--- config.mk ---
export PLATFORM = sky130hd
export DESIGN_NAME = kiwi_run_monitor
export DESIGN_NICKNAME = d
export VERILOG_FILES = /design/src/rtl/kiwi_mon_pkg.sv /design/src/rtl/kiwi_mon_prio_sel.sv /design/src/rtl/kiwi_run_monitor.sv
export SDC_FILE = /design/constraint.sdc
export NUM_CORES = 1
export LEC_CHECK = 0
export CORE_AREA = 4 4 89 154
export DETAILED_ROUTE_END_ITERATION = 10
export DIE_AREA = 0 0 93 158
export HOLD_SLACK_MARGIN = 0.05
export PLACE_DENSITY = 0.51
export SLEW_MARGIN = 20
export SYNTH_ARGS = -nofsm -noshare
export SYNTH_HDL_FRONTEND = slang
export SYNTH_SLANG_ARGS = --single-unit
--- constraint.sdc ---
create_clock -name clk -period 3.3 [get_ports clk]
set_input_delay 0.825 -clock clk [delete_from_list [all_inputs] [get_ports clk]]
set_output_delay 0.825 -clock clk [all_outputs]
set_load 0.01 [all_outputs]
--- src/rtl/kiwi_mon_pkg.sv ---
// Shared types and helpers for the Kiwi run monitor.
// Holds the FSM state enum, syndrome marker constants and is_finished().
package kiwi_mon_pkg;

   // Widest syndrome the helper below can classify.
   localparam int SYN_W_MAX = 32;

   typedef logic [SYN_W_MAX-1:0] syn_t;

   typedef enum logic [2:0] {
      ST_IDLE,
      ST_RUN,
      ST_SETTLE,
      ST_DONE,
      ST_TOUT
   } state_e;

   // 0 = still running, all-ones = healthy idle.
   localparam syn_t SYN_OK   = '0;
   localparam syn_t SYN_IDLE = '1;

   // syn is zero-extended to SYN_W_MAX; w is the real channel width.
   function automatic logic is_finished(input syn_t syn,
                                        input int unsigned w);
      syn_t idle_v;
      idle_v = SYN_IDLE >> (SYN_W_MAX - w);
      return (syn != SYN_OK) && (syn != idle_v);
   endfunction

endpackage

--- src/rtl/kiwi_mon_prio_sel.sv ---
// Lowest-index-set selector over an N-bit request mask.
// Ports: req_i (mask) -> valid_o (any bit set), idx_o (lowest set bit).
module kiwi_mon_prio_sel #(
   parameter int N     = 4,
   parameter int IDX_W = 2
) (
   input  logic [N-1:0]     req_i,
   output logic             valid_o,
   output logic [IDX_W-1:0] idx_o
);

   always_comb begin
      valid_o = |req_i;
      idx_o   = '0;
      // Scan downward so the lowest set bit is written last.
      for (int i = N - 1; i >= 0; i--) begin
         if (req_i[i]) idx_o = IDX_W'(i);
      end
   end

endmodule

--- src/rtl/kiwi_run_monitor.sv ---
// Multi-channel run monitor: tick counter, debounced finish, watchdog.
// Ports: clk, reset (async, active-low), start/clear pulses,
//   hpr_abend_syndrome (N_CH packed syndromes) in; busy, done,
//   timed_out, code, code_ch, fin_mask, clock_ticks out (all registered).
// Optional: define KIWI_RUN_MONITOR_STAMP_EN to add fin_stamp, holding
//   per-channel clock_ticks at the cycle that channel first finished.
// SYN_W must not exceed kiwi_mon_pkg::SYN_W_MAX.
module kiwi_run_monitor
   import kiwi_mon_pkg::*;
#(
   parameter int N_CH     = 4,
   parameter int SYN_W    = 8,
   parameter int SETTLE   = 8,
   parameter int CNT_W    = 32,
   parameter int TIMEOUT  = 1000000,
   parameter int ALL_MODE = 0,
   localparam int CH_W    = (N_CH > 1) ? $clog2(N_CH) : 1
) (
   input  logic                  clk,
   input  logic                  reset,
   input  logic                  start,
   input  logic                  clear,
   input  logic [N_CH*SYN_W-1:0] hpr_abend_syndrome,
   output logic                  busy,
   output logic                  done,
   output logic                  timed_out,
   output logic [SYN_W-1:0]      code,
   output logic [CH_W-1:0]       code_ch,
   output logic [N_CH-1:0]       fin_mask,
   output logic [CNT_W-1:0]      clock_ticks
`ifdef KIWI_RUN_MONITOR_STAMP_EN
   ,
   output logic [N_CH*CNT_W-1:0] fin_stamp
`endif
);

   localparam logic [CNT_W-1:0] TO_LIM = CNT_W'(TIMEOUT - 1);
   localparam logic [7:0]       SET_LIM = 8'(SETTLE - 1);

   state_e             state_q;
   logic               busy_q;
   logic               done_q;
   logic               tout_q;
   logic [SYN_W-1:0]   code_q;
   logic [CH_W-1:0]    code_ch_q;
   logic [N_CH-1:0]    fin_mask_q;
   logic [N_CH-1:0]    fin_mask_d;
   logic [CNT_W-1:0]   ticks_q;
   logic [CNT_W-1:0]   ticks_d;
   logic [7:0]         settle_q;

   logic [N_CH-1:0]    fin_now;
   logic [N_CH-1:0]    sel_req;
   logic               sel_vld;
   logic [CH_W-1:0]    sel_idx;
   logic [SYN_W-1:0]   sel_syn;
   logic               armed;
   logic               trig;
   logic               settle_exp;
   logic               to_hit;

   always_comb begin
      fin_now = '0;
      for (int i = 0; i < N_CH; i++) begin
         fin_now[i] = is_finished(
            syn_t'(hpr_abend_syndrome[i*SYN_W +: SYN_W]), SYN_W);
      end
   end

   assign armed      = (state_q == ST_RUN) || (state_q == ST_SETTLE);
   assign fin_mask_d = fin_mask_q | fin_now;
   assign ticks_d    = (&ticks_q) ? ticks_q : ticks_q + 1'b1;
   assign trig       = (ALL_MODE != 0) ? (&fin_mask_d) : (|fin_mask_d);
   assign settle_exp = (state_q == ST_SETTLE) && (settle_q == SET_LIM);
   assign to_hit     = (TIMEOUT != 0) && (ticks_q == TO_LIM);

   // Prefer channels finished right now; fall back to the sticky mask
   // when every finished channel has since dropped back.
   assign sel_req = (|fin_now) ? fin_now : fin_mask_q;

   kiwi_mon_prio_sel #(
      .N     (N_CH),
      .IDX_W (CH_W)
   ) u_sel (
      .req_i   (sel_req),
      .valid_o (sel_vld),
      .idx_o   (sel_idx)
   );

   always_comb begin
      sel_syn = '0;
      for (int i = 0; i < N_CH; i++) begin
         if (sel_vld && (CH_W'(i) == sel_idx))
            sel_syn = hpr_abend_syndrome[i*SYN_W +: SYN_W];
      end
   end

   always_ff @(posedge clk or negedge reset) begin
      if (!reset) begin
         state_q    <= ST_IDLE;
         busy_q     <= 1'b0;
         done_q     <= 1'b0;
         tout_q     <= 1'b0;
         code_q     <= '0;
         code_ch_q  <= '0;
         fin_mask_q <= '0;
         ticks_q    <= '0;
         settle_q   <= '0;
      end else begin
         unique case (state_q)
            ST_IDLE: begin
               if (start) begin
                  state_q    <= ST_RUN;
                  busy_q     <= 1'b1;
                  ticks_q    <= '0;
                  fin_mask_q <= '0;
                  code_q     <= '0;
                  code_ch_q  <= '0;
               end
            end
            ST_RUN, ST_SETTLE: begin
               fin_mask_q <= fin_mask_d;
               // Settle expiry outranks the watchdog on the same edge.
               if (settle_exp) begin
                  state_q   <= ST_DONE;
                  busy_q    <= 1'b0;
                  done_q    <= 1'b1;
                  code_q    <= sel_syn;
                  code_ch_q <= sel_idx;
                  ticks_q   <= ticks_d;
               end else if (to_hit) begin
                  // Tick count freezes at TIMEOUT-1.
                  state_q   <= ST_TOUT;
                  busy_q    <= 1'b0;
                  done_q    <= 1'b1;
                  tout_q    <= 1'b1;
                  code_q    <= '1;
                  code_ch_q <= '0;
               end else begin
                  ticks_q <= ticks_d;
                  if (state_q == ST_SETTLE) begin
                     settle_q <= settle_q + 8'd1;
                  end else if (trig) begin
                     state_q  <= ST_SETTLE;
                     settle_q <= '0;
                  end
               end
            end
            ST_DONE, ST_TOUT: begin
               if (clear) begin
                  state_q <= ST_IDLE;
                  done_q  <= 1'b0;
                  tout_q  <= 1'b0;
               end
            end
            default: state_q <= ST_IDLE;
         endcase
      end
   end

   assign busy        = busy_q;
   assign done        = done_q;
   assign timed_out   = tout_q;
   assign code        = code_q;
   assign code_ch     = code_ch_q;
   assign fin_mask    = fin_mask_q;
   assign clock_ticks = ticks_q;

`ifdef KIWI_RUN_MONITOR_STAMP_EN
   logic [N_CH*CNT_W-1:0] stamp_q;

   always_ff @(posedge clk or negedge reset) begin
      if (!reset) begin
         stamp_q <= '0;
      end else if (state_q == ST_IDLE) begin
         if (start) stamp_q <= '0;
      end else if (armed) begin
         for (int i = 0; i < N_CH; i++) begin
            if (fin_now[i] && !fin_mask_q[i])
               stamp_q[i*CNT_W +: CNT_W] <= ticks_q;
         end
      end
   end

   assign fin_stamp = stamp_q;
`endif

endmodule

==> impl_metrics.toml <==
[sta]
final_hold_viol_count = 0
drv_slew = 0
finalSetupViolCount = 0
fin_skew_ns = 0.003922
setup_ws_ns = 0.1867
setup_tns_ns = 0
holdWs_ns = 0.4845
timing.final.crit_share_pct = 94.34
layout_min_cycle_time_ns = 3.113
fmax_mhz = 321.2
tightest_slew_ns = 0.7168
maxSlewHeadroom_pct = 51.77

[power_and_ir_drop]
p_sw_mw = 1.014
p_sw_share_pct = 36.22
p_leak_nw = 2.149
pwr-share-comb_pct = 34.1
clkPwrFrac_pct = 32.1
power.density_nw_per_um2 = 523.4
pwr-share-seq_pct = 33.9
intPower_mw = 1.786
peakVddDrop_mv = 0.2503

[critical_path]
rr_worst_depth = 7
reg2reg_from = "clock_ticks[26]"
cp-start-kind = "primary input"
cpMaxStageDelayCell = "or4_1"
cp_cell_sequence = "clkdlybuf4s50_1 > or4_1 > nor2_1 > o22ai_1 > or4_1 > a21oi_1 > nor2_1 > mux2_1"
critPathKind = "primary input to flop"
cp-startpoint = "hpr_abend_syndrome[28]"
cp_max_fo = 3
crit_required_ns = 3.51
critPathArrivalTime_ns = 3.32
end_kind = "flop"
slowest_delay_ns = 0.62

[layout]
layout.nets = 604
antenna_cells = 0
layout.cells.non_filler = 739
layout-drive-gt1-share_pct = 14.01
mostFrequentLayoutCells = "clkdlybuf4s50_1, nor2_1, dfrtp_1, buf_4, nand2_1"
layout_commonest_cell = "clkdlybuf4s50_1"
syn2layout_area_growth_pct = 46.10
finish.utilization_pct = 43.03

[floorplanning]
dieArea_um2 = 14690
boundaryPins = 85
fp.dieW_um = 93
design.core.area_um2 = 12430
die_y_um = 158
num_rows = 54
start_util_pct = 29.45

[yosys]
netlist_instances = 432
synth_seq_area_share_pct = 41.01
yosys.area.top_type_share_pct = 41.01
synth_nets = 470
ys.flop_type = "dfrtp_1"
synthTopCellsByArea = "dfrtp_1, nor2_1, nand2_1"
synthDistinctLibCells = 61
avgSynthCellArea_um2 = 8.475
ys_async_sr_fraction_pct = 100.0
ys_warn_count = 0
syn_area_um2 = 3661
ys_seq_elements = 60
yosysTopAreaCell = "dfrtp_1"
synth_edf_count = 0

[worst_hold_path]
min-delay-start = "busy"
hold_depth = 1
hold_class = "flop to flop"

[clocking]
cts_made_buffers = 9
post_cts_buffers = 0
cts_tree = "done"
htreeDepth = 3
clk_latency_ns = 0.33
clock_sinks = 60
root_buffer = "clkbuf_16"
clk_transition_reported_paths_ns = 0.05
cts_buffer_depth = 2

[grt]
grt_max_degree = 28
grt_pass1_vias = 4058
gr-usage-all-layers_pct = 17.77
grt_pass1_wl_mm = 20.29
grt_remaining_overflow = 0
antenna_found_initial = 0

[placement]
gp_congestion = 0.8413
pre_cts_ws_ns = -0.1672
io_buffer_count = 84
hpwl_mm = 9.962
placed_cells = 723

[outcome]
outcome = "finished clean"

[drt]
vias = 3888
viasPerCell = 5.261
dr.pass1.iters = 5
wire_per_inst_um = 17.03
route.detailed.drc = 0
first_iter_violations = 189
drt_wl_total_mm = 12.59
final_antenna_net_count = 0

[flow_run]
maxCapViolCount = 0
routing by layer:
layer | GRT usage, % | vias up | wire [µm]
met2 | 35.13 | 102 | 7127
met1 | 17.47 | 1874 | 4533
met5 | 0 | - | 0
met4 | 8.386 | 0 | 440
li1 | - | 1882 | -
met3 | 3.043 | 30 | 486
state kept, by name (all words and copies together), names as in the netlist:
signal,flops
done,1
code,8
timed_out,1
busy,1
clock_ticks,32
code_ch,2
settle_q,8
state_q,3
fin_mask,4
worst max-delay path, delay by kind of cell:
| family | cells | cell delay, ns |
|---|---|---|
| simple gates | 4 | 1.42 |
| compound gates | 2 | 0.34 |
| mux | 1 | 0.32 |
| buf+inv | 1 | 0.42 |
cell type report:
type                       count  area (µm²)
inverter                       7       26.28
sequential                    60        1501
clock buffer                  15       277.8
timing repair buffer         137        1246
multi-input combinational    351        2082
tap                          168       210.2
fill                        1305        7083
clock inverter                 1       5.005
synth_stat cells (4+ instances only):
cell      instances
nor4_1            9
or4_1            13
clkbuf_1         10
a221oi_1          7
xnor2_1          13
nor3_1           16
xor2_1           13
o31ai_1           6
dfrtp_1          60
and3_1            5
o311ai_0          7
inv_1             7
nand2_1          48
nor2_1           65
nand4_1          17
nand3_1          21
o21ai_0          15
and2_1            4
nand2b_1          4
a21oi_1          26
or3_1             9
power groups by stage:
stage	Combinational [mW]	Sequential [mW]	Clock, mW
finish	0.954	0.948	0.898
global route	1.05	0.963	0.954
CTS	0.957	0.947	0.918
detailed placement	0.957	0.956	0
global placement	0.954	0.957	0
floorplan	0.523	0.926	0
stage by stage:
stage,area (µm²),power (mW)
after floorplan,3661,1.448
after global placement,5061,1.911
after detailed placement,5061,1.913
after CTS,5344,2.822
after global routing,5349,2.965
final,5349,2.800
cells by family after synthesis:
| logic type | after synthesis | share of synthesized area [%] |
|---|---|---|
| fa+ha+maj | 2 | 0.6834 |
| buf+inv | 21 | 2.393 |
| xor+xnor | 26 | 6.220 |
| mux | 4 | 1.162 |
| simple gates | 232 | 32.09 |
| compound gates | 87 | 16.44 |
| flops | 60 | 41.01 |
repair_timing:
| action | 4_1_cts | 5_1_grt |
|---|---|---|
| hold buffers | 0 | 0 |
| setup endpoints to repair | 0 | 3 |
| resized for setup | 0 | 2 |
final timing paths:
| check | slack, ns | endpoint |
|---|---|---|
| hold / removal | 0.48 | busy |
| setup reg to reg | 0.54 | code[3] |
| min in group asynchronous | 0.52 | clock_ticks[5] |
| hold reg to reg | 0.48 | busy |
| max in group asynchronous | 2.05 | clock_ticks[22] |
| setup / recovery | 0.19 | state_q[1] |
(Power assumes the default switching activity.)
